`config.mk`:
```
export PLATFORM = sky130hd
export DESIGN_NAME = char_render_flat
export DESIGN_NICKNAME = d
export VERILOG_FILES = /design/src/rtl/char_render_pkg.sv /design/src/rtl/char_render_if.sv /design/src/rtl/char_render_fetch_fsm.sv /design/src/rtl/char_render.sv /design/src/flat_wrapper.sv
export SDC_FILE = /design/constraint.sdc
export NUM_CORES = 1
export LEC_CHECK = 0
export BUFFER_PORTS_ARGS = -buffer_cell sky130_fd_sc_hd__buf_2
export CAP_MARGIN = 20
export CORE_UTILIZATION = 44
export DETAILED_ROUTE_END_ITERATION = 10
export MAX_ROUTING_LAYER = met4
export PLACE_DENSITY = 0.75
export SLEW_MARGIN = 20
export SYNTH_ARGS = -nofsm -noshare
export SYNTH_HDL_FRONTEND = slang
export SYNTH_HIERARCHICAL = 1
export SYNTH_SLANG_ARGS = --single-unit
```
`constraint.sdc`:
```
create_clock -name clk_sys -period 1.5 [get_ports clk_sys]
set_input_delay 0.3 -clock clk_sys [delete_from_list [all_inputs] [get_ports clk_sys]]
set_output_delay 0.3 -clock clk_sys [all_outputs]
set_load 0.03 [all_outputs]
```
`src/rtl/char_render_pkg.sv`:
```
// char_render_pkg
// Shared geometry, memory address widths and fetch FSM state encoding for the
// character-tile renderer.
package char_render_pkg;

  localparam int TILE_W   = 8;
  localparam int TILE_H   = 8;
  localparam int COLS     = 40;
  localparam int ROWS     = 30;
  localparam int CHRAM_AW = 13;
  localparam int CHROM_AW = 11;

  typedef enum logic [2:0] {
    ST_IDLE     = 3'd0,
    ST_RAM_REQ  = 3'd1,
    ST_RAM_WAIT = 3'd2,
    ST_ROM_REQ  = 3'd3,
    ST_ROM_WAIT = 3'd4
  } fetch_state_t;

endpackage

```
`src/rtl/char_render_if.sv`:
```
// char_render_if
// Read ports of the character RAM (tile codes) and character ROM (glyph rows).
// Both memories return data one clock after the address is presented.
//   master : renderer side (drives addresses, receives data)
//   slave  : memory side
interface char_render_if;
  import char_render_pkg::*;

  logic [CHRAM_AW-1:0] chram_addr;
  logic [7:0]          chram_q;
  logic [CHROM_AW-1:0] chrom_addr;
  logic [7:0]          chrom_q;

  modport master (output chram_addr, output chrom_addr,
                  input  chram_q,    input  chrom_q);
  modport slave  (input  chram_addr, input  chrom_addr,
                  output chram_q,    output chrom_q);
endinterface

```
`src/rtl/char_render_fetch_fsm.sv`:
```
// char_fetch_fsm
// Fetches one glyph row: tile code from char RAM, then the glyph row from
// char ROM, and parks it in next_buf for the pixel shifter.
//   trigger    : start a fetch (ignored while busy)
//   col, line  : tile column and pixel line to fetch
//   chram_*    : char RAM read port
//   chrom_*    : char ROM read port
//   next_buf   : fetched glyph row
//   busy       : a fetch is in progress
//
// state    | meaning
// IDLE     | waiting for a trigger
// RAM_REQ  | tile address presented to char RAM
// RAM_WAIT | tile code on chram_q, form glyph address
// ROM_REQ  | glyph address presented to char ROM
// ROM_WAIT | glyph row on chrom_q, capture into next_buf
module char_fetch_fsm
  import char_render_pkg::*;
(
  input  logic                clk_sys,
  input  logic                reset_n,
  input  logic                trigger,
  input  logic [5:0]          col,
  input  logic [8:0]          line,
  output logic [CHRAM_AW-1:0] chram_addr,
  input  logic [7:0]          chram_q,
  output logic [CHROM_AW-1:0] chrom_addr,
  input  logic [7:0]          chrom_q,
  output logic [7:0]          next_buf,
  output logic                busy
);

  fetch_state_t state;
  logic [2:0]   line_lo;

  assign busy = (state != ST_IDLE);

  always_ff @(posedge clk_sys or negedge reset_n) begin
    if (!reset_n) begin
      state      <= ST_IDLE;
      chram_addr <= '0;
      chrom_addr <= '0;
      next_buf   <= '0;
      line_lo    <= '0;
    end else begin
      case (state)
        ST_IDLE: begin
          if (trigger) begin
            chram_addr <= {1'b0, line[8:3], col};
            line_lo    <= line[2:0];
            state      <= ST_RAM_REQ;
          end
        end
        ST_RAM_REQ:  state <= ST_RAM_WAIT;
        ST_RAM_WAIT: begin
          chrom_addr <= {chram_q, line_lo};
          state      <= ST_ROM_REQ;
        end
        ST_ROM_REQ:  state <= ST_ROM_WAIT;
        ST_ROM_WAIT: begin
          next_buf <= chrom_q;
          state    <= ST_IDLE;
        end
        default:     state <= ST_IDLE;
      endcase
    end
  end

endmodule

```
`src/rtl/char_render.sv`:
```
// char_render
// Character-tile renderer: 40x30 tiles of 8x8 pixels (320x240 visible).
// Decodes fetch triggers from the timing counters, runs the glyph fetch and
// shifts glyph rows out as RGB.
//   clk_sys, reset_n : clock, async active-low reset
//   pxl_cen          : pixel clock enable
//   hcnt, vcnt       : timing counters
//   hblank, vblank   : blanking
//   mem              : char RAM / char ROM read ports
//   vid_r/g/b        : registered pixel colour
//   fetch_late       : sticky, a trigger arrived while a fetch was running
module char_render
  import char_render_pkg::*;
#(
  parameter logic [8:0]  H_PREFETCH = 9'd376,
  parameter logic [23:0] FG_RGB     = 24'hFFFFFF,
  parameter logic [23:0] BG_RGB     = 24'h000000
) (
  input  logic                clk_sys,
  input  logic                reset_n,
  input  logic                pxl_cen,
  input  logic [8:0]          hcnt,
  input  logic [8:0]          vcnt,
  input  logic                hblank,
  input  logic                vblank,
  char_render_if.master       mem,
  output logic [7:0]          vid_r,
  output logic [7:0]          vid_g,
  output logic [7:0]          vid_b,
  output logic                fetch_late
);

  logic       trig_col, trig_pre, trigger, busy;
  logic [5:0] fetch_col;
  logic [8:0] fetch_line;
  logic [7:0] next_buf, shreg, src;
  logic [23:0] rgb;

  // Column fetches run one tile ahead; the prefetch loads column 0 of the
  // next line during horizontal blank. H_PREFETCH >= 320 so they never overlap.
  assign trig_col   = pxl_cen && (hcnt[2:0] == 3'd0) && (hcnt < 9'd312);
  assign trig_pre   = pxl_cen && (hcnt == H_PREFETCH);
  assign trigger    = trig_col || trig_pre;
  assign fetch_col  = trig_pre ? 6'd0 : hcnt[8:3] + 6'd1;
  assign fetch_line = trig_pre ? vcnt + 9'd1 : vcnt;

  char_fetch_fsm u_fetch (
    .clk_sys    (clk_sys),
    .reset_n    (reset_n),
    .trigger    (trigger),
    .col        (fetch_col),
    .line       (fetch_line),
    .chram_addr (mem.chram_addr),
    .chram_q    (mem.chram_q),
    .chrom_addr (mem.chrom_addr),
    .chrom_q    (mem.chrom_q),
    .next_buf   (next_buf),
    .busy       (busy)
  );

  // On a tile boundary the fresh glyph row replaces the shifter contents.
  assign src = (hcnt[2:0] == 3'd0) ? next_buf : shreg;

  always_ff @(posedge clk_sys or negedge reset_n) begin
    if (!reset_n) begin
      shreg      <= '0;
      rgb        <= '0;
      fetch_late <= 1'b0;
    end else begin
      if (trigger && busy)
        fetch_late <= 1'b1;
      if (pxl_cen) begin
        shreg <= {src[6:0], 1'b0};
        if (hblank || vblank)
          rgb <= '0;
        else
          rgb <= src[7] ? FG_RGB : BG_RGB;
      end
    end
  end

  assign vid_r = rgb[23:16];
  assign vid_g = rgb[15:8];
  assign vid_b = rgb[7:0];

endmodule
```
`src/flat_wrapper.sv`:
```
// flat-port wrapper written by rule: the top's interface ports become plain ports
module char_render_flat import char_render_pkg::*;
#(
  parameter logic [8:0]  H_PREFETCH = 9'd376,
  parameter logic [23:0] FG_RGB     = 24'hFFFFFF,
  parameter logic [23:0] BG_RGB     = 24'h000000
)
  (clk_sys, reset_n, pxl_cen, hcnt, vcnt, hblank, vblank, vid_r, vid_g, vid_b, fetch_late, mem_chram_addr, mem_chrom_addr, mem_chram_q, mem_chrom_q);
  char_render_if mem_i ();
  input  logic clk_sys;
  input  logic reset_n;
  input  logic pxl_cen;
  input  logic [8:0] hcnt;
  input  logic [8:0] vcnt;
  input  logic hblank;
  input  logic vblank;
  output logic [7:0] vid_r;
  output logic [7:0] vid_g;
  output logic [7:0] vid_b;
  output logic fetch_late;
  output wire logic [$bits(mem_i.chram_addr)-1:0] mem_chram_addr;
  output wire logic [$bits(mem_i.chrom_addr)-1:0] mem_chrom_addr;
  input wire logic [$bits(mem_i.chram_q)-1:0] mem_chram_q;
  input wire logic [$bits(mem_i.chrom_q)-1:0] mem_chrom_q;
  assign mem_chram_addr = mem_i.chram_addr;
  assign mem_chrom_addr = mem_i.chrom_addr;
  assign mem_i.chram_q = mem_chram_q;
  assign mem_i.chrom_q = mem_chrom_q;
  char_render #(.H_PREFETCH(H_PREFETCH), .FG_RGB(FG_RGB), .BG_RGB(BG_RGB)) u_core (.clk_sys(clk_sys), .reset_n(reset_n), .pxl_cen(pxl_cen), .hcnt(hcnt), .vcnt(vcnt), .hblank(hblank), .vblank(vblank), .mem(mem_i), .vid_r(vid_r), .vid_g(vid_g), .vid_b(vid_b), .fetch_late(fetch_late));
endmodule
```
======== Word level (Yosys, flattened, before mapping) ========
Cells that the tools add are included.
storage, ports and cells
  flip-flop bits (word level) ............. 69
  input port bits ......................... 39
operators by class
  $add $sub $neg .......................... 2
  magnitude comparators ................... 1
  equality and inequality tests ........... 6
  muxes and demuxes ....................... 7
  reduce and logical (&&, ||, !) cells .... 10
operators by type and width
  cell                 number
  $mux 24              2
  $pmux 3 s4           1
  $add 9x1->9 const B  1
  $eq 9x9->1 const B   1
  $lt 9x9->1 const B   1
  $mux 9               1
  $mux 8               1
  $add 6x1->6 const B  1
  $eq 3x2->1 const B   2
  $logic_not 3->1      2
  $mux 6               1
  $logic_and 1x1->1    4
  $eq 3x1->1 const B   1
  $eq 3x3->1 const B   1
  $mux 3               1
  $reduce_bool 3->1    1
  $logic_or 1x1->1     2
  $ne 2x1->1 const B   1
  $reduce_and 2->1     1

======== Longest topological paths before layout ========
Gate-level depths: netlist of the first run.
  word-level depth ........................ 6
  gate-level depth with buffers ........... 7

======== Hierarchy ========
Netlist of the first run, hierarchy kept.
by module, submodules not included
  module          times used  cells an instance  area an instance (µm²)  sequential area each (µm²)
  char_fetch_fsm  1           87                 1481.4                  925.9
  char_render     1           104                894.6                   225.2

======== Worst setup path before layout of the first run ========
Ideal clock, no wire load.
  kind .................................... in2reg
  start point ............................. input hcnt[3]
  end point ............................... register u_core.u_fetch.chram_addr[10]
  data arrival time ....................... 1.920 ns
  data required time ...................... 1.375 ns
  path slack .............................. -0.545 ns
  stages .................................. 7
  path buffers ............................ 1
  path through ............................ ha_1 -> a211o_1 -> o211ai_1 -> and2_1 -> nor4b_4 -> buf_8 -> mux2_4
on the way
  cells in the longest elaborated chain, start to end .. 4
  elaborated cells on any way between the ends .. 7
  those cells by class .................... order compare (1); eq/ne (1); mux (1); reduce/logical (4)
RTL lines
  item                                             RTL line                              text
  start, declared                                  flat_wrapper.sv:13                    input logic [8:0] hcnt;
  $lt 9x9->1 / $eq 9x9->1 (equally long branches)  char_render.sv:41, char_render.sv:42
  $logic_and 1x1->1, on equally long branches      char_render.sv:41, char_render.sv:42
  $logic_or 1x1->1 *                               char_render.sv:43                     assign trigger = trig_col || trig_pre;
  net u_core.trigger                               char_render.sv:33                     logic trig_col, trig_pre, trigger, busy;
  $reduce_and 2->1 (no source line) *              --
  end signal, assigned                             char_render_fetch_fsm.sv:49           chram_addr <= {1'b0, line[8:3], col};
  end, declared                                    char_render_fetch_fsm.sv:25           output logic [CHRAM_AW-1:0] chram_addr,
The timed path passes the listed nets; every way through them passes the cells marked *.
A chain may end at the register's enable or synchronous reset.

======== Worst setup path in the final report of the first run ========
  start point ............................. input hcnt[3]
  end point ............................... register u_core.u_fetch.chram_addr[11]
The elaborated chain is that of the path after synthesis.

==> results of run 1 <==
## metal layers
metal / vias up / GRT usage [%] / part of all wire (%)
li1: 813 / - / -
met1: 776 / 21.2 / 45
met2: 67 / 28.0 / 48
met3: 6 / 3.84 / 5.8
met4: 0 / 5.76 / 1.4
met5: - / - / 0
## cell usage after synthesis
| library cell | number | area share (%) |
|---|---|---|
| a211o_1 | 1 | 0.37 |
| a21o_1 | 1 | 0.32 |
| a21oi_1 | 7 | 1.5 |
| and2_1 | 1 | 0.26 |
| and3_1 | 3 | 0.79 |
| and4bb_4 | 1 | 0.68 |
| buf_2 | 1 | 0.21 |
| buf_4 | 26 | 8.2 |
| buf_6 | 2 | 0.95 |
| buf_8 | 1 | 0.63 |
| clkbuf_1 | 1 | 0.16 |
| conb_1 | 1 | 0.16 |
| dfrtp_1 | 46 | 48 |
| ha_1 | 2 | 1.1 |
| inv_1 | 3 | 0.47 |
| mux2_2 | 25 | 12 |
| mux2_4 | 10 | 6.3 |
| mux2i_1 | 6 | 2.5 |
| nand2_1 | 5 | 0.79 |
| nand2b_1 | 1 | 0.26 |
| nand3_1 | 3 | 0.63 |
| nand4_1 | 5 | 1.3 |
| nor2_1 | 14 | 2.2 |
| nor2b_1 | 1 | 0.26 |
| nor3_1 | 1 | 0.21 |
| nor3_2 | 1 | 0.42 |
| nor3b_1 | 1 | 0.32 |
| nor3b_4 | 1 | 0.79 |
| nor4b_4 | 2 | 2.0 |
| o211ai_1 | 1 | 0.32 |
| o21ai_0 | 3 | 0.63 |
| o22ai_1 | 1 | 0.26 |
| or3_1 | 1 | 0.26 |
| xnor2_1 | 10 | 3.7 |
| xor2_1 | 2 | 0.74 |
## through the flow
step           cell area [µm²]  util [%]
2_1_floorplan             2390         -
3_3_place_gp              2880      56.1
3_5_place_dp              2880      56.1
4_1_cts                   3020      58.8
5_1_grt                   3060      59.6
6_report                  3060      59.6
## power by group through the flow
stage / combinational, mW / sequential (mW) / clock [mW]
after detailed placement: 2.44 / 2.14 / 0
after floorplan: 1.23 / 2.69 / 0
final: 2.43 / 2.13 / 0.899
after CTS: 2.45 / 2.13 / 0.920
after global placement: 2.37 / 2.13 / 0
after global routing: 2.58 / 2.21 / 0.976
## worst paths after layout
check	from	to	cells past startpoint	slack, ns
max in group asynchronous	reset_n	u_core/rgb[22]$_DFFE_PN0P_	3	0.76
hold reg to reg	u_core/fetch_late$_DFFE_PN0P_	u_core/fetch_late$_DFFE_PN0P_	1	0.49
setup reg to reg	u_core/u_fetch/state[2]$_DFFE_PN0P_	u_core/u_fetch/chram_addr[11]$_DFFE_PN0P_	4	0.05
setup / recovery	hcnt[3]	u_core/u_fetch/chram_addr[11]$_DFFE_PN0P_	9	-0.17
hold / removal	mem_chrom_q[5]	u_core/u_fetch/next_buf[5]$_DFFE_PN0N_	2	0.23
min in group asynchronous	reset_n	u_core/shreg[4]$_DFFE_PN0P_	3	0.52
## cell type report
cell class                 instances  area share, %
clock buffer                       6           2.37
clock inverter                     2           1.22
inverter                           3          0.367
multi-input combinational        111           32.4
sequential                        46           37.7
tap                               70           2.86
timing repair buffer             113           23.1
## registers in the layout, summed over array words and instances, names as in the netlist
name and flops:
u_core/fetch_late 1, u_core/shreg 7, u_core/u_fetch/next_buf 8, u_core/u_fetch/state 3, u_core/rgb 1, u_core/u_fetch/line_lo 3, u_core/u_fetch/chram_addr 12, u_core/u_fetch/chrom_addr 11
## logic make-up (layout without fill, tap and decap cells)
logic type,count (synthesis),after routing
flip-flops,46,46
buffers and inverters,34,124
multiplexers,41,41
AO/OA/AOI/OAI,14,14
XOR/XNOR,12,12
AND/OR/NAND/NOR,41,41
other,1,1
adder cells (fa/ha/maj),2,2
## what timing repair did
item / CTS / global route
hold buffers: 1 / 0
pin swaps: 0 / 0
setup endpoints to repair: 39 / 58
resized for setup: 6 / 3
gates cloned: 0 / 1
setup buffers: 0 / 1
hold endpoints to repair: 46 / 0
==> summary.md, run 1 <==
| Metric | Value |
|---|---|
| Outcome | `finished with violations` |
| Failing checks | `negative setup slack` |
| CP Buf/Inv Count | `3` |
| Crit share post-route | `112%` |
| TritonCTS clock tree | `done` |
| DIE WIDTH | `approximately 75 µm` |
| Detailed placer's ending HPWL | `between 3 and 4 mm` |
| Syn avg cell area | `around 12 µm²` |
| Clock sinks | `46` |
| Commonest non-fill, non-tap cell in the layout | `buf_2` |
| Final WS setup | `-0.174 ns` |
| Net Sw Frac | `a little under two fifths` |
| Worst hold path class | `in2reg` |
| Root buffer cell | `clkbuf_8` |
| 1st-pass router iterations | `4` |
| Max Cap Viol | `0` |
| Fraction of layout cells with a size suffix above 1 | `57.7%` |
| Per-cell routed wire length | `approximately 12 µm` |
| Post-place setup slack | `-0.504 ns` |
| WS Path Type | `in2reg` |
| Comb power frac | `between 40% and 50%` |
| CP max-delay cell | `mux2_2` |
| Most frequent cells in the layout | `buf_2 (84), dfrtp_1 (44), mux2_2 (23)` |
| CP Capture Type | `flip-flop` |
| Total gr overflow | `0` |
| Vias | `1,662` |
| Synthesis-to-finish area growth | `29.0%` |
| Register Area | `approximately 0.0012 mm²` |
| Post-synthesis cell count | `approximately 190` |
| Post-Synth XOR/XNOR Area | `4.42%` |
| Synth warn | `6` |
| H-tree Lvls | `2` |
| Antenna Cells | `0` |
| DR vias/cell | `~4.7` |
| Crit-path max cell delay | `roughly 0.33 ns` |
| Synthesized cell area | `about 0.0024 mm²` |
| CP Max Fanout | `8` |
| WL final | `roughly 4.4 mm` |
| DRC Markers | `0` |
| Worst vdd ir | `1150 µV` |
| Startpoint Class | `input pin` |
| CTS Buffer Depth | `2` |
| RSZ-0062 raised after global routing | `true` |
| Synth Area in Simple Gates | `between 10% and 20%` |
| Worst Clk Skew | `~0.008 ns` |
| Routability Congestion | `approximately 0.8` |
| Mux cell area share after synthesis | `around 21%` |
| I/O pin total | `88` |
| Vias in the first global route | `around 1,600` |
| Synth Area in Adders | `between 1 and 1.5%` |
| Die extent in y | `roughly 75 µm` |
| Synth Register Bits | `46` |
| Fillcell total | `roughly 440` |
| Total Die Area | `around 0.0057 mm²` |
| Fmax achieved | `~0.60 GHz` |
| Compound-Gate Fraction of Synth Area | `~3.4%` |
| Clk slew on worst S/H paths | `0.09 ns` |
| Pwr dens | `approximately 1800 mW/mm²` |
| Final ANT Viol Nets | `0` |
| Min cycle time layout | `about 1.7 ns` |
| CTS Buf Count | `5` |
| Sequential fraction of design power | `between 30% and 40%` |
| Clock Power Share | `about 17%` |
| Clk_lat worst skew | `between 0.2 and 0.3 ns` |
| Overall routing resource usage | `about 17%` |
| Port Buffers | `86` |
| NumNets Final | `~320` |
| Leakage power | `1.51 nW` |
| Pwr Total | `about 5.5 mW` |
| Number of cell rows | `26` |
| Internal power | `around 3.4 mW` |
| Main combinational cell family by area after synthesis | `multiplexers` |
| DP Cell Count | `340` |
| Largest net degree at the start of global routing | `47` |
| P_sw | `about 2.1 mW` |
| Hold Violations, Final | `0` |
| Endpoints failing setup | `15` |
| Starting Density | `a little under half` |
| Slew Limit Fails | `0` |
| Netlist cell types | `35` |
| CP cell instances | `buf_8 -> ha_4 -> a211o_1 -> o211ai_1 -> and2_1 -> nor4b_4 -> buf_4 -> buf_12 -> mux2_2` |
| Synth Net Count | `about 230` |
| Area of the multi-input gates | `just under 0.001 mm²` |
| Layout Cells excl Fill | `351` |
| Hold Slack | `approximately 0.23 ns` |
| Sequential-to-total area share from yosys stat | `48.4%` |
| First DRT Iteration DRCs | `between 70 and 80` |
| Antenna violations before repair | `0` |
| Crit-path leading delay family | `buffers and inverters` |
| Core footprint | `about 0.0051 mm²` |
| Critical path arrival | `between 1.5 and 2 ns` |
| Setup TNS Final | `-2.37 ns` |
| WP data required | `between 1.5 and 2 ns` |
| First-pass GRT wire length | `slightly above 7 mm` |
Note: power is estimated with default switching activity, not from simulation.
==> run 2, diff against run 1 <==
- CORE_ASPECT_RATIO: unset -> 0.6
==> run 2 against run 1 <==
The run still ends with negative setup slack left. Worst hold slack lost 0.012 ns. Die area grew 0.17%. Critical path depth is the same. Sequential power is essentially flat. Fmax shrank 0.39%. Clock power shrank 14%. Sequential cell count is the same. Sequential share of layout area shrank 0.21 points. Worst setup slack lost 0.0065 ns. Utilization grew 0.38 points. Critical path type unchanged. Highest routed layer unchanged.
==> summary.md, run 2 (synthesis results as in run 1) <==
| Metric | Value |
|---|---|
| Final WS setup | `-0.181 ns (was -0.174 ns)` |
| Final ANT Viol Nets | `0 (unchanged)` |
| Crit share post-route | `112% (about the same)` |
| Worst hold path class | `in2reg (unchanged)` |
| Endpoints failing setup | `15 (unchanged)` |
| Outcome | `finished with violations (unchanged)` |
| Most frequent cells in the layout | `buf_2 (84), dfrtp_1 (43), buf_4 (27) (was buf_2 (84), dfrtp_1 (44), mux2_2 (23))` |
| Failing checks | `negative setup slack (unchanged)` |
| TritonCTS clock tree | `done (unchanged)` |
| Leakage power | `1.53 nW (was 1.51 nW)` |
| Commonest non-fill, non-tap cell in the layout | `buf_2 (unchanged)` |
| DR vias/cell | `4.76 (was 4.74)` |
| I/O pin total | `88 (unchanged)` |
| 1st-pass router iterations | `4 (unchanged)` |
| Setup slack, reg-to-reg | `0.02 ns (was 0.05 ns)` |
| Hold Violations, Final | `0 (unchanged)` |
| Clk slew on worst S/H paths | `0.10 ns (was 0.09 ns)` |
| Layout Utilization | `60.0% (was 59.6%)` |
| Die extent in y | `58.9 µm (was 75.5 µm)` |
| Min cycle time layout | `1.68 ns (was 1.67 ns)` |
| NumNets Final | `325 (was 321)` |
| Largest register FFs | `12 (unchanged)` |
| Pwr dens | `1760 mW/mm² (was 1780 mW/mm²)` |
| First-pass GRT wire length | `8.02 mm (was 7.07 mm)` |
| Fmax achieved | `0.595 GHz (was 0.597 GHz)` |
| Comb power frac | `46.2% (was 44.6%)` |
| Total gr overflow | `0 (unchanged)` |
| Worst R2R End | `u_core/u_fetch/chram_addr[3]$_DFFE_PN0P_ (was u_core/u_fetch/chram_addr[11]$_DFFE_PN0P_)` |
| Vias | `1,676 (was 1,662)` |
| Setup crit end | `u_core/u_fetch/chram_addr[3]$_DFFE_PN0P_ (was u_core/u_fetch/chram_addr[11]$_DFFE_PN0P_)` |
| Core footprint | `0.00513 mm² (was 0.00514 mm²)` |
| P_sw | `2.17 mW (was 2.09 mW)` |
| DRC Markers | `0 (unchanged)` |
| CP cell instances | `buf_8 -> ha_4 -> a211o_1 -> o211ai_1 -> and2_1 -> nor4b_4 -> buf_4 -> clkbuf_16 -> mux2_4 (was buf_8 -> ha_4 -> a211o_1 -> o211ai_1 -> and2_1 -> nor4b_4 -> buf_4 -> buf_12 -> mux2_2)` |
| Start point of the critical path | `hcnt[3] (unchanged)` |
| Port Buffers | `86 (unchanged)` |
| Clk_lat worst skew | `0.30 ns (was 0.29 ns)` |
| Detailed placer's ending HPWL | `3.54 mm (was 3.28 mm)` |
| Routability Congestion | `0.817 (was 0.796)` |
| CP Buf/Inv Count | `3 (unchanged)` |
| Vias in the first global route | `1,690 (was 1,594)` |
| Clock Power Share | `14.4% (was 16.5%)` |
| DP Area | `0.00287 mm² (was 0.00288 mm²)` |
| Internal power | `3.24 mW (was 3.37 mW)` |
| Worst vdd ir | `1020 µV (was 1150 µV)` |
| Largest net degree at the start of global routing | `47 (unchanged)` |
| Crit-path max cell delay | `0.29 ns (was 0.33 ns)` |
| Biggest regs | `u_core/u_fetch/chram_addr x12, u_core/u_fetch/chrom_addr x11, u_core/u_fetch/next_buf x8 (unchanged)` |
| Per-cell routed wire length | `14.0 µm (was 12.5 µm)` |
| Largest Register | `u_core/u_fetch/chram_addr (unchanged)` |
| Overall routing resource usage | `18.9% (was 17.2%)` |
| Slew Limit Fails | `0 (unchanged)` |
| Reg-to-reg startpoint | `u_core/u_fetch/state[2]$_DFFE_PN0P_ (unchanged)` |
| Net Sw Frac | `40.1% (was 38.3%)` |
| Worst Clk Skew | `0.0141 ns (was 0.00804 ns)` |
| Sequential fraction of design power | `39.5% (was 39.0%)` |
| H-tree Lvls | `2 (unchanged)` |
| Critical path arrival | `1.86 ns (was 1.85 ns)` |
| Root buffer cell | `clkbuf_8 (unchanged)` |
| Synthesis-to-finish area growth | `29.5% (was 29.0%)` |
| Fraction of layout cells with a size suffix above 1 | `59.3% (was 57.7%)` |
| Antenna violations before repair | `0 (unchanged)` |
| Number of cell rows | `20 (was 26)` |
| WP data required | `1.68 ns (about the same)` |
| First DRT Iteration DRCs | `46 (was 75)` |
| CP Capture Type | `flip-flop (unchanged)` |
| RSZ-0062 raised after global routing | `true (unchanged)` |
| WL final | `4.94 mm (was 4.38 mm)` |
| DIE WIDTH | `96.9 µm (was 75.5 µm)` |
| CP max-delay cell | `mux2_4 (was mux2_2)` |
| Max Cap Viol | `0 (unchanged)` |
| CTS Buffer Depth | `2 (unchanged)` |
| Total Die Area | `0.00571 mm² (was 0.00570 mm²)` |
| Starting Density | `46.3% (was 46.2%)` |
| Finished Cell Area | `0.00308 mm² (was 0.00306 mm²)` |
| CP Max Fanout | `7 (was 8)` |
| Startpoint Class | `input pin (unchanged)` |
| Worst reg2reg path depth | `4 (unchanged)` |
| Crit path depth | `9 (unchanged)` |
| Setup TNS Final | `-2.55 ns (was -2.37 ns)` |
| Clock sinks | `46 (unchanged)` |
| WS Path Type | `in2reg (unchanged)` |
| CTS Buf Count | `5 (unchanged)` |
| Crit-path leading delay family | `buffers and inverters (unchanged)` |
==> run 2: cell type report <==
type,instances,area [µm²]
Fill cell,419,2050
Sequential cell,46,1150
Multi-Input combinational cell,111,1010
Timing Repair Buffer,117,724
Tap cell,66,82.6
Clock buffer,5,68.8
Clock inverter,3,25.0
Inverter,3,11.3
Antenna cell,1,2.50
==> run 2: repair_timing <==
| item | CTS | global route |
|---|---|---|
| endpoints found under the hold margin | 46 | 0 |
| pin swaps | 0 | 0 |
| hold buffers | 1 | 0 |
| gates resized for setup | 9 | 4 |
| setup buffers | 2 | 3 |
| gates cloned | 1 | 0 |
| endpoints found under the setup margin | 39 | 33 |
==> run 2: worst min path at each step <==
stage | to | slack (ns) | startpoint | cells past startpoint
detailed placement | u_core/u_fetch/chrom_addr[9]$_DFFE_PN0N_ | 0.30 | reset_n | 2
CTS | u_core/u_fetch/next_buf[3]$_DFFE_PN0N_ | 0.21 | mem_chrom_q[3] | 2
floorplan | u_core/fetch_late$_DFFE_PN0P_ | 0.004 | reset_n | 0
global route | u_core/u_fetch/chrom_addr[7]$_DFFE_PN0N_ | 0.21 | mem_chram_q[4] | 2
finish | u_core/u_fetch/next_buf[3]$_DFFE_PN0N_ | 0.22 | mem_chrom_q[3] | 2
global placement | u_core/u_fetch/chrom_addr[4]$_DFFE_PN0N_ | 0.30 | reset_n | 2
==> run 2: metal layers <==
| layer | global-route usage, % | vias to the layer above | part of all wire (%) |
|---|---|---|---|
| met3 | 5.70 | 8 | 6.5 |
| met2 | 31.0 | 57 | 47 |
| met1 | 23.4 | 790 | 46 |
| li1 | - | 821 | - |
| met5 | - | - | 0 |
| met4 | 4.69 | 0 | 0.97 |
==> run 2: through the flow <==
step                hold slack, ns  total power, mW  cells  setup WS, ns
finish                       0.218             5.41    352        -0.181
global route                 0.212             5.72    351        -0.245
CTS                          0.213             5.43    348        -0.186
detailed placement           0.304             4.59    336        -0.522
global placement             0.298             4.50    336        -0.467
floorplan                  0.00441             3.92    191        -0.422
==> run 2: power by group through the flow <==
stage               Clock [mW]  Sequential [mW]  Combinational (mW)
global placement             0             2.13                2.38
finish                   0.777             2.14                2.50
CTS                      0.797             2.14                2.50
floorplan                    0             2.69                1.23
global route             0.852             2.22                2.66
detailed placement           0             2.14                2.44
==> run 3, diff against run 2 <==
- SETUP_SLACK_MARGIN: unset -> 0.5
==> run 3 against run 2 <==
Highest routed layer unchanged. First-iteration DRC count grew 46%. Sequential power increased by 4%. Utilization is 14 points higher. Sequential share of layout area decreased by 7.0 points. Critical path type unchanged. The run still ends with negative setup slack left. Die area unchanged. Routed wire length rose by 12%. Non-clock buffer count up 14.
==> summary.md, run 3 (synthesis results as in run 1) <==
| Metric | Value |
|---|---|
| CTS Buffer Depth | `2 (unchanged)` |
| Leakage power | `1.80 nW (was 1.53 nW)` |
| Detailed placer's ending HPWL | `3.32 mm (was 3.54 mm)` |
| Layout Cells excl Fill | `364 (was 352)` |
| Pwr Total | `6.79 mW (was 5.41 mW)` |
| Clk_lat worst skew | `0.30 ns (about the same)` |
| Worst hold path depth | `2 (unchanged)` |
| I/O pin total | `88 (unchanged)` |
| Commonest non-fill, non-tap cell in the layout | `dfrtp_1 (was buf_2)` |
| CP Max Fanout | `7 (unchanged)` |
| Max Cap Viol | `0 (unchanged)` |
| Clock sinks | `46 (unchanged)` |
| First-pass GRT wire length | `8.67 mm (was 8.02 mm)` |
| Hold Violations, Final | `0 (unchanged)` |
| Port Buffers | `86 (unchanged)` |
| Failing checks | `negative setup slack (unchanged)` |
| Post-place setup slack | `-0.531 ns (was -0.522 ns)` |
| Overall routing resource usage | `20.6% (was 18.9%)` |
| Final ANT Viol Nets | `0 (unchanged)` |
| Worst vdd ir | `1420 µV (was 1020 µV)` |
| Endpoints failing setup | `15 (unchanged)` |
| Start point of the critical path | `hcnt[3] (unchanged)` |
| H-tree Lvls | `2 (unchanged)` |
| Starting Density | `46.3% (unchanged)` |
| Critical path arrival | `1.92 ns (was 1.86 ns)` |
| Crit share post-route | `115% (was 112%)` |
| Reg-to-reg startpoint | `u_core/u_fetch/state[0]$_DFFE_PN0P_ (was u_core/u_fetch/state[2]$_DFFE_PN0P_)` |
| WL final | `5.55 mm (was 4.94 mm)` |
| Fmax achieved | `0.577 GHz (was 0.595 GHz)` |
| Slew Limit Fails | `0 (unchanged)` |
| Layout Utilization | `74.0% (was 60.0%)` |
| RSZ-0062 raised after global routing | `true (unchanged)` |
| Worst reg2reg path depth | `5 (was 4)` |
| DP Cell Count | `333 (was 336)` |
| Vias in the first global route | `1,795 (was 1,690)` |
| First DRT Iteration DRCs | `67 (was 46)` |
| DRC Markers | `0 (unchanged)` |
| Min cycle time layout | `1.73 ns (was 1.68 ns)` |
| NumNets Final | `339 (was 325)` |
| Largest Register | `u_core/u_fetch/chram_addr (unchanged)` |
| DR vias/cell | `4.95 (was 4.76)` |
| Synthesis-to-finish area growth | `59.8% (was 29.5%)` |
| Routability Congestion | `0.874 (was 0.817)` |
| Total gr overflow | `0 (unchanged)` |
| CTS Buf Count | `5 (unchanged)` |
| Vias | `1,802 (was 1,676)` |
| WS Path Type | `in2reg (unchanged)` |
| Largest register FFs | `12 (unchanged)` |
| Antenna violations before repair | `0 (unchanged)` |
| DIE WIDTH | `96.9 µm (unchanged)` |
| Clk slew on worst S/H paths | `0.08 ns (was 0.10 ns)` |
| Number of cell rows | `20 (unchanged)` |
| Total Die Area | `0.00571 mm² (unchanged)` |
| Fraction of layout cells with a size suffix above 1 | `62.8% (was 59.3%)` |
| Core footprint | `0.00513 mm² (unchanged)` |
| Root buffer cell | `clkbuf_8 (unchanged)` |
| Hold Slack | `0.223 ns (was 0.218 ns)` |
| Final WS setup | `-0.232 ns (was -0.181 ns)` |
| Antenna Cells | `0 (was 1)` |
| Startpoint Class | `input pin (unchanged)` |
| Setup slack, reg-to-reg | `-0.07 ns (was 0.02 ns)` |
| 1st-pass router iterations | `6 (was 4)` |
| Worst hold path class | `in2reg (unchanged)` |
| TritonCTS clock tree | `done (unchanged)` |
| Die extent in y | `58.9 µm (unchanged)` |
| Largest net degree at the start of global routing | `34 (was 47)` |
| HP Start | `mem_chrom_q[6] (was mem_chrom_q[3])` |
| Most frequent cells in the layout | `dfrtp_1 (43), buf_6 (41), mux2_4 (34) (was buf_2 (84), dfrtp_1 (43), buf_4 (27))` |
| Per-cell routed wire length | `15.3 µm (was 14.0 µm)` |
| CP Capture Type | `flip-flop (unchanged)` |
| Biggest regs | `u_core/u_fetch/chram_addr x12, u_core/u_fetch/chrom_addr x11, u_core/u_fetch/next_buf x8 (unchanged)` |
| Pwr dens | `1790 mW/mm² (was 1760 mW/mm²)` |
| WP data required | `1.69 ns (was 1.68 ns)` |
| Outcome | `finished with violations (unchanged)` |
| Worst Clk Skew | `0.00679 ns (was 0.0141 ns)` |
-- run 3: cell count changes in the layout (fill, tap and decap cells not counted), sizes merged --
cell	change
buf	+12
clkbuf	+2
clkinv	+1
clkinvlp	-1
diode	-1
inv	-1
-- run 3: worst paths after layout --
path                                                       endpoint
min                          u_core/u_fetch/next_buf[6]$_DFFE_PN0N_
min in group asynchronous     u_core/u_fetch/line_lo[1]$_DFFE_PN0P_
max reg2reg                u_core/u_fetch/chram_addr[5]$_DFFE_PN0P_
max                        u_core/u_fetch/chram_addr[5]$_DFFE_PN0P_
min reg2reg                u_core/u_fetch/chrom_addr[0]$_DFFE_PN0N_
max in group asynchronous                u_core/rgb[22]$_DFFE_PN0P_
-- run 3: cell type report --
class	count	area, µm²
Clock inverter	2	10.0
Clock buffer	5	68.8
Sequential cell	46	1160
Fill cell	326	1330
Multi-Input combinational cell	111	1110
Inverter	3	11.3
Timing Repair Buffer	131	1360
Tap cell	66	82.6
-- run 3: per-stage QoR --
step / instance area, µm² / TNS (ns)
2_1_floorplan: 2540 / -5.68
3_3_place_gp: 2940 / -6.54
3_5_place_dp: 2940 / -7.61
4_1_cts: 3580 / -2.24
5_1_grt: 3800 / -4.01
6_report: 3800 / -3.30
-- run 3: critical path, stage by stage --
cell and delay [ns]:
buf_8 0.10, ha_4 0.15, a211o_1 0.25, o211ai_1 0.09, and2_4 0.17, nor4b_4 0.22, buf_4 0.18, clkbuf_16 0.16
mux2_4 0.29
-- run 3: routing by layer --
layer | GRT usage (%) | vias up | wire (µm)
li1 | - | 849 | -
met1 | 27.0 | 895 | 2710
met2 | 31.7 | 51 | 2530
met3 | 6.53 | 7 | 257
met4 | 4.48 | 0 | 46
met5 | - | - | 0
-- run 3: where the power goes --
part	internal [mW]	total [mW]	leakage (nW)	switching (mW)
Sequential	1.79	2.22	0.559	0.431
Combinational	2.24	3.84	1.20	1.60
Clock	0.314	0.733	0.0438	0.420
Total	4.34	6.79	1.80	2.45
-- run 3: repair_timing --
action                                  4_1_cts  5_1_grt
hold buffers                                  1        0
endpoints found under the hold margin        13        0
gates cloned                                  2        2
pin swaps                                     4        3
setup buffers                                 9       10
endpoints found under the setup margin       89      106
gates resized for setup                     133       28
